**src/rtl/mul_div_unit_pkg.sv**
```systemverilog
// Shared op and state encodings for the multiply/divide unit.
package mul_div_unit_pkg;

    typedef enum logic [1:0] {
        MDU_MULT  = 2'b00,
        MDU_MULTU = 2'b01,
        MDU_DIV   = 2'b10,
        MDU_DIVU  = 2'b11
    } mdu_op_e;

    typedef enum logic [1:0] {
        ST_IDLE = 2'b00,
        ST_RUN  = 2'b01,
        ST_FIX  = 2'b10
    } mdu_state_e;

    // True for the ops that treat operands as two's complement.
    function automatic logic op_is_signed(input mdu_op_e op);
        return (op == MDU_MULT) || (op == MDU_DIV);
    endfunction

    // True for the divide ops.
    function automatic logic op_is_div(input mdu_op_e op);
        return (op == MDU_DIV) || (op == MDU_DIVU);
    endfunction

endpackage

```
**src/rtl/mul_div_unit_if.sv**
```systemverilog
// Request / HI-LO bus between the pipeline and the multiply/divide unit.
interface mul_div_unit_if #(
    parameter int unsigned WIDTH = 32
);
    logic             start;
    logic [1:0]       op;
    logic [WIDTH-1:0] in1;
    logic [WIDTH-1:0] in2;
    logic             wr_hi;
    logic             wr_lo;
    logic [WIDTH-1:0] wr_data;
    logic             busy;
    logic             done;
    logic [WIDTH-1:0] hi;
    logic [WIDTH-1:0] lo;

    modport master (
        output start, op, in1, in2, wr_hi, wr_lo, wr_data,
        input  busy, done, hi, lo
    );

    modport slave (
        input  start, op, in1, in2, wr_hi, wr_lo, wr_data,
        output busy, done, hi, lo
    );
endinterface

```
**src/rtl/mdu_addsub.sv**
```systemverilog
// Shared W-bit add/subtract used by both the shift-add and shift-subtract steps.
// For subtract, cout=1 means no borrow (a >= b).
module mdu_addsub #(
    parameter int unsigned W = 33
) (
    input  logic [W-1:0] a,
    input  logic [W-1:0] b,
    input  logic         sub,
    output logic [W-1:0] res,
    output logic         cout
);
    // Single adder; subtract is a + ~b + 1.
    always_comb begin
        if (sub) begin
            {cout, res} = {1'b0, a} + {1'b0, ~b} + (W+1)'(1);
        end else begin
            {cout, res} = {1'b0, a} + {1'b0, b};
        end
    end
endmodule

```
**src/rtl/mul_div_unit.sv**
```systemverilog
// Iterative radix-2 multiply/divide unit with architectural HI/LO registers.
module mul_div_unit
    import mul_div_unit_pkg::*;
#(
    parameter int unsigned WIDTH = 32
) (
    input logic          clk,
    input logic          reset,
    mul_div_unit_if.slave bus
);
    localparam int unsigned CW = $clog2(WIDTH) + 1;

    mdu_state_e       state_q, state_d;
    mdu_op_e          op_q, op_d;
    logic [WIDTH-1:0] b_q, b_d;
    logic [WIDTH-1:0] acc_hi_q, acc_hi_d;
    logic [WIDTH-1:0] acc_lo_q, acc_lo_d;
    logic [CW-1:0]    count_q, count_d;
    logic             neg_q, neg_d;
    logic             rem_neg_q, rem_neg_d;
    logic             dz_q, dz_d;
    logic [WIDTH-1:0] hi_q, hi_d;
    logic [WIDTH-1:0] lo_q, lo_d;
    logic             done_q, done_d;

    logic [WIDTH:0]   as_a, as_b, as_res;
    logic             as_sub, as_cout;

    mdu_addsub #(.W(WIDTH + 1)) u_addsub (
        .a    (as_a),
        .b    (as_b),
        .sub  (as_sub),
        .res  (as_res),
        .cout (as_cout)
    );

    // Adder operand selection for the current iteration step.
    always_comb begin
        if (op_is_div(op_q)) begin
            // Restoring divide: partial remainder shifted left with next dividend bit.
            as_a   = {acc_hi_q, acc_lo_q[WIDTH-1]};
            as_b   = {1'b0, b_q};
            as_sub = 1'b1;
        end else begin
            // Shift-add multiply: add multiplicand when the multiplier LSB is set.
            as_a   = {1'b0, acc_hi_q};
            as_b   = acc_lo_q[0] ? {1'b0, b_q} : '0;
            as_sub = 1'b0;
        end
    end

    logic             in1_neg, in2_neg;
    logic [WIDTH-1:0] mag1, mag2;
    logic [2*WIDTH-1:0] prod;
    mdu_op_e          req_op;

    // Next-state, datapath and HI/LO update.
    always_comb begin
        state_d   = state_q;
        op_d      = op_q;
        b_d       = b_q;
        acc_hi_d  = acc_hi_q;
        acc_lo_d  = acc_lo_q;
        count_d   = count_q;
        neg_d     = neg_q;
        rem_neg_d = rem_neg_q;
        dz_d      = dz_q;
        hi_d      = hi_q;
        lo_d      = lo_q;
        done_d    = 1'b0;
        prod      = '0;

        req_op  = mdu_op_e'(bus.op);
        in1_neg = op_is_signed(req_op) && bus.in1[WIDTH-1];
        in2_neg = op_is_signed(req_op) && bus.in2[WIDTH-1];
        mag1    = in1_neg ? -bus.in1 : bus.in1;
        mag2    = in2_neg ? -bus.in2 : bus.in2;

        case (state_q)
            ST_IDLE: begin
                if (bus.start) begin
                    op_d      = req_op;
                    neg_d     = in1_neg ^ in2_neg;
                    rem_neg_d = in1_neg;
                    count_d   = '0;
                    if (op_is_div(req_op) && (bus.in2 == '0)) begin
                        dz_d     = 1'b1;
                        acc_hi_d = bus.in1;
                        acc_lo_d = '1;
                        state_d  = ST_FIX;
                    end else begin
                        dz_d     = 1'b0;
                        acc_hi_d = '0;
                        acc_lo_d = op_is_div(req_op) ? mag1 : mag2;
                        b_d      = op_is_div(req_op) ? mag2 : mag1;
                        state_d  = ST_RUN;
                    end
                end else begin
                    if (bus.wr_hi) hi_d = bus.wr_data;
                    if (bus.wr_lo) lo_d = bus.wr_data;
                end
            end
            ST_RUN: begin
                if (op_is_div(op_q)) begin
                    acc_hi_d = as_cout ? as_res[WIDTH-1:0] : as_a[WIDTH-1:0];
                    acc_lo_d = {acc_lo_q[WIDTH-2:0], as_cout};
                end else begin
                    acc_hi_d = as_res[WIDTH:1];
                    acc_lo_d = {as_res[0], acc_lo_q[WIDTH-1:1]};
                end
                count_d = count_q + CW'(1);
                if (count_q == CW'(WIDTH - 1)) state_d = ST_FIX;
            end
            ST_FIX: begin
                done_d  = 1'b1;
                state_d = ST_IDLE;
                if (dz_q) begin
                    hi_d = acc_hi_q;
                    lo_d = acc_lo_q;
                end else if (op_is_div(op_q)) begin
                    lo_d = neg_q ? -acc_lo_q : acc_lo_q;
                    hi_d = rem_neg_q ? -acc_hi_q : acc_hi_q;
                end else begin
                    prod = {acc_hi_q, acc_lo_q};
                    if (neg_q) prod = -prod;
                    hi_d = prod[2*WIDTH-1:WIDTH];
                    lo_d = prod[WIDTH-1:0];
                end
            end
            default: state_d = ST_IDLE;
        endcase
    end

    // State and datapath registers; reset discards any operation in flight.
    always_ff @(posedge clk or negedge reset) begin
        if (!reset) begin
            state_q   <= ST_IDLE;
            op_q      <= MDU_MULT;
            b_q       <= '0;
            acc_hi_q  <= '0;
            acc_lo_q  <= '0;
            count_q   <= '0;
            neg_q     <= 1'b0;
            rem_neg_q <= 1'b0;
            dz_q      <= 1'b0;
            hi_q      <= '0;
            lo_q      <= '0;
            done_q    <= 1'b0;
        end else begin
            state_q   <= state_d;
            op_q      <= op_d;
            b_q       <= b_d;
            acc_hi_q  <= acc_hi_d;
            acc_lo_q  <= acc_lo_d;
            count_q   <= count_d;
            neg_q     <= neg_d;
            rem_neg_q <= rem_neg_d;
            dz_q      <= dz_d;
            hi_q      <= hi_d;
            lo_q      <= lo_d;
            done_q    <= done_d;
        end
    end

    assign bus.busy = (state_q != ST_IDLE);
    assign bus.done = done_q;
    assign bus.hi   = hi_q;
    assign bus.lo   = lo_q;
endmodule
```
**src/flat_wrapper.sv**
```systemverilog
// flat-port wrapper written by rule: the top's interface ports become plain ports
module mul_div_unit_flat import mul_div_unit_pkg::*;
#(
    parameter int unsigned WIDTH = 32
)
  (clk, reset, bus_start, bus_op, bus_in1, bus_in2, bus_wr_hi, bus_wr_lo, bus_wr_data, bus_busy, bus_done, bus_hi, bus_lo);
  mul_div_unit_if #(.WIDTH(WIDTH)) bus_i ();
  input logic clk;
  input logic reset;
  input wire logic [$bits(bus_i.start)-1:0] bus_start;
  input wire logic [$bits(bus_i.op)-1:0] bus_op;
  input wire logic [$bits(bus_i.in1)-1:0] bus_in1;
  input wire logic [$bits(bus_i.in2)-1:0] bus_in2;
  input wire logic [$bits(bus_i.wr_hi)-1:0] bus_wr_hi;
  input wire logic [$bits(bus_i.wr_lo)-1:0] bus_wr_lo;
  input wire logic [$bits(bus_i.wr_data)-1:0] bus_wr_data;
  output wire logic [$bits(bus_i.busy)-1:0] bus_busy;
  output wire logic [$bits(bus_i.done)-1:0] bus_done;
  output wire logic [$bits(bus_i.hi)-1:0] bus_hi;
  output wire logic [$bits(bus_i.lo)-1:0] bus_lo;
  assign bus_i.start = bus_start;
  assign bus_i.op = bus_op;
  assign bus_i.in1 = bus_in1;
  assign bus_i.in2 = bus_in2;
  assign bus_i.wr_hi = bus_wr_hi;
  assign bus_i.wr_lo = bus_wr_lo;
  assign bus_i.wr_data = bus_wr_data;
  assign bus_busy = bus_i.busy;
  assign bus_done = bus_i.done;
  assign bus_hi = bus_i.hi;
  assign bus_lo = bus_i.lo;
  mul_div_unit #(.WIDTH(WIDTH)) u_core (.clk(clk), .reset(reset), .bus(bus_i));
endmodule
```
**config.mk**
```make
export PLATFORM = sky130hd
export DESIGN_NAME = mul_div_unit_flat
export DESIGN_NICKNAME = d
export VERILOG_FILES = /design/src/rtl/mul_div_unit_pkg.sv /design/src/rtl/mul_div_unit_if.sv /design/src/rtl/mdu_addsub.sv /design/src/rtl/mul_div_unit.sv /design/src/flat_wrapper.sv
export SDC_FILE = /design/constraint.sdc
export NUM_CORES = 1
export LEC_CHECK = 0
export CAP_MARGIN = 0
export CORE_MARGIN = 5
export CORE_UTILIZATION = 59
export DETAILED_ROUTE_END_ITERATION = 7
export PLACE_DENSITY = 0.81
export SYNTH_ARGS = -nofsm -noshare
export SYNTH_HDL_FRONTEND = slang
export SYNTH_SLANG_ARGS = --single-unit
```
**constraint.sdc**
```tcl
create_clock -name clk -period 5.6 [get_ports clk]
set_input_delay 0.56 -clock clk [delete_from_list [all_inputs] [get_ports clk]]
set_output_delay 0.56 -clock clk [all_outputs]
set_load 0.01 [all_outputs]
```
==> impl_metrics.toml <==
[setup_path]
critical_path.cell_chain = "buf_4, mux2_2, ha_1, inv_1, a21o_1, a21o_1, a21boi_0, o211ai_1, a31o_2, buf_4, nand2_1, o21ai_0, a221oi_1"
crit_path_category = "flip-flop to flip-flop"
worst_path_dominant_cell_family = "compound AO/OA/AOI/OAI gates"
critical_path.startpoint_type = "flip-flop"
slowest_stage = "sky130_fd_sc_hd__dfrtp_4"
critical_path.max_stage_delay_ps = 620
worst-path-buf-inv = 3
timing.critical_path.to_type = "flip-flop"
crit_required_ps = 5910
crit_path_dat_ps = 5100
critical_path.max_fanout = 45

[timing]
timing.fmax_ghz = 0.209
timing.hold.ws_ps = 79.0
setup_violations = 0
final.setup_skew_ps = 22.1
layout_worst_path_cycle_share_pct = 85.4
fin_setup_tns_ps = 0
final_hold_viol_count = 0
rsz0062_at_grt = "no"
report.final.slew_viol_count = 0
timing.max_slew.rel_slack_pct = 11.5
post-route-min-period_ps = 4780
worstMarginPinSlew_ps = 1320

[yosys]
number_of_flops_mapped_to_enable_cells_by_yosys = 0
synth_async_sr_flop_share_pct = 100
yosys.area.top_type = "sky130_fd_sc_hd__dfrtp_1"
unique_masters_post_synth = 76
ys_ff_latch = 173
syn_area_per_cell_sq_um = 7.79
mappedNetlistArea_sq_um = 16200
post_synth_inst_count = 2073
synth.net_count = 2245
synth.area.top_cells = "sky130_fd_sc_hd__dfrtp_1 27%, sky130_fd_sc_hd__o21ai_0 6.5%, sky130_fd_sc_hd__mux2i_1 5.8%"
post-synth-top-count-cell = "sky130_fd_sc_hd__o21ai_0"
yosys_most_used_dff = "sky130_fd_sc_hd__dfrtp_1"
post_synth_most_frequent_cells = "210 x sky130_fd_sc_hd__o21ai_0, 190 x sky130_fd_sc_hd__nand2_1, 178 x sky130_fd_sc_hd__nor2_1, 173 x sky130_fd_sc_hd__dfrtp_1, 164 x sky130_fd_sc_hd__a21oi_1"
yosys_warnings = 0
synth_sequential_area_ratio_pct = 26.8
area_share_of_the_largest_cell_type_after_synthesis_pct = 26.8

[clocking]
cts_tree = "built"
cts-htree-levels = 4
clk-insertion-delay-late_ps = 450
cts_inserted_buffers = 17
cts-root-to-sink-buffers = 2
numClockSinks = 173
path_clk_slew_ps = 90
cts-root-buf = "sky130_fd_sc_hd__clkbuf_16"
post_cts.resized_instances = 0
post-cts-setup-buffers = 0
cts_hold_repair.buffers = 0

[detailed_routing]
drt_wl_total_microns = 60900
viasPerCell = 6.86
drt_iter0_markers = 2431
detail_route.wl_per_cell_microns = 24.5
drc = 0
vias = 17100
detail-route-antenna-nets = 0
drt_pass1_iterations = 7

[power]
int_pwr_mw = 6.57
total_switching_power_mw = 8.00
power.density_cell_area_nw_per_um2 = 788
switching_share_pct = 54.9
power.static_leakage_nw = 7.27
irDropWorstVdd_mv = 0.580
clkPwrFrac_pct = 8.9
comb_power_share_pct = 71.8
power.share.sequential_pct = 19.3

[grt]
grt_overflow = 0
grt_first_pass_wirelength_microns = 92600
grt_pass1_vias = 15800
gr-usage-all-layers_pct = 38.3
maximum_number_of_pins_on_one_net_before_global_route_repair = 129
grt_antenna_before_repair = 0

[floorplan]
fp.dieArea_sq_um = 30800
num_io_pins = 169
rows = 60
floorplan.die.height_microns = 175
die_width_microns = 175
start_util_pct = 59.9
core-area_sq_um = 27000

[final_layout]
nNetsFinal = 2303
drive_above_1_share_pct = 6.25
final.fill_count = 2221
area_growth_pct = 14.6

[place]
post-dp-hpwl_microns = 47000
buffer_ports.inserted = 168
gpl.final_weighted_congestion = 1.03

[min_path]
hp-class = "input port to async pin"

[flow_run]
reported_max_cap_violation_count = 0

[status]
outcome = "completed"
[layout make-up]
type / instances / area (sq um) / share of cell area, %
antenna: 1 / 2.50 / 0.0135
sequential: 173 / 4330 / 23.4
inverter: 80 / 302 / 1.63
timing repair buffer: 193 / 1870 / 10.1
tap: 341 / 427 / 2.31
clock inverter: 15 / 216 / 1.17
multi-input combinational: 1666 / 10900 / 59.1
clock buffer: 17 / 425 / 2.30
[worst paths after layout]
check                                            from                              end  slack [ps]  cells past startpoint
min reg2reg                 u_core.b_q[2]$_DFFE_PN0P_        u_core.b_q[2]$_DFFE_PN0P_         480                      2
min in group clk            u_core.b_q[2]$_DFFE_PN0P_        u_core.b_q[2]$_DFFE_PN0P_         480                      2
max in group asynchronous                       reset  u_core.acc_hi_q[17]$_DFFE_PN0P_        4320                      2
min                                             reset    u_core.bus.hi[16]$_DFFE_PN0P_          80                      1
max reg2reg                u_core.op_q[1]$_DFFE_PN0P_  u_core.acc_hi_q[17]$_DFFE_PN0P_         820                     13
max                        u_core.op_q[1]$_DFFE_PN0P_  u_core.acc_hi_q[17]$_DFFE_PN0P_         820                     13
[logic make-up after synthesis]
kind of cell / after synthesis / synth area share (%)
AO/OA/AOI/OAI: 648 / 25.1
AND/OR/NAND/NOR: 646 / 19.3
buffers and inverters: 234 / 5.62
XOR/XNOR: 173 / 9.38
flip-flops: 173 / 26.8
multiplexers: 130 / 8.34
adder cells (fa/ha/maj): 69 / 5.44
[power by group through the flow]
stage	Sequential, mW	Clock (mW)	Combinational, mW
global placement	2.74	0	10.0
detailed placement	2.77	0	10.1
finish	2.81	1.29	10.5
CTS	2.75	1.29	10.2
floorplan	2.40	0	7.18
global route	2.85	1.35	11.2
[through the flow]
step           instance area (sq um)  util [%]  instances  total power, mW  setup WS, ps
3_5_place_dp                   17900      66.3       2453             12.9          1030
4_1_cts                        18500      68.6       2485             14.2           943
5_1_grt                        18500      68.6       2485             15.4           615
6_report                       18500      68.7       2486             14.6           816
3_3_place_gp                   17900      66.3       2453             12.8          1030
2_1_floorplan                  16200         -       2073             9.58           703
[state kept, by name, summed over array words and instances, names as in the netlist, 2 cells and up]
name,count
u_core.acc_hi_q,32
u_core.acc_lo_q,32
u_core.b_q,32
u_core.bus.hi,32
u_core.bus.lo,32
u_core.count_q,6
u_core.state_q,2
[layer usage]
metal  routed length (microns)  vias up  global-route usage [%]
li1                          -     7568                       -
met1                     24000     8127                    52.1
met2                     26800     1154                    59.5
met3                      6510      202                    6.31
met4                      3610        0                    18.8
met5                         0        -                       0
[cells in the final DEF (no fill, tap or decap), types with 10 or more instances in the layout]
cell type / instances
sky130_fd_sc_hd__mux2_2: 37
sky130_fd_sc_hd__nor2_1: 178
sky130_fd_sc_hd__nand3_1: 27
sky130_fd_sc_hd__nor2b_1: 38
sky130_fd_sc_hd__a211oi_1: 46
sky130_fd_sc_hd__nand2b_1: 19
sky130_fd_sc_hd__or4_1: 10
sky130_fd_sc_hd__mux2i_1: 93
sky130_fd_sc_hd__a221oi_1: 14
sky130_fd_sc_hd__o211ai_1: 15
sky130_fd_sc_hd__buf_4: 25
sky130_fd_sc_hd__nor4_1: 26
sky130_fd_sc_hd__a21o_1: 15
sky130_fd_sc_hd__or3_1: 11
sky130_fd_sc_hd__o31ai_1: 31
sky130_fd_sc_hd__nor3_1: 55
sky130_fd_sc_hd__xor2_1: 77
sky130_fd_sc_hd__nand2_1: 190
sky130_fd_sc_hd__a31oi_1: 30
sky130_fd_sc_hd__clkbuf_16: 17
sky130_fd_sc_hd__dfrtp_1: 172
sky130_fd_sc_hd__a21oi_1: 164
sky130_fd_sc_hd__xnor2_1: 96
sky130_fd_sc_hd__o221ai_1: 17
sky130_fd_sc_hd__inv_1: 77
sky130_fd_sc_hd__o21ai_0: 210
sky130_fd_sc_hd__o21bai_1: 11
sky130_fd_sc_hd__and2_1: 39
sky130_fd_sc_hd__o41ai_1: 15
sky130_fd_sc_hd__clkdlybuf4s50_1: 166
sky130_fd_sc_hd__ha_1: 67
(Power assumes the default switching activity.)
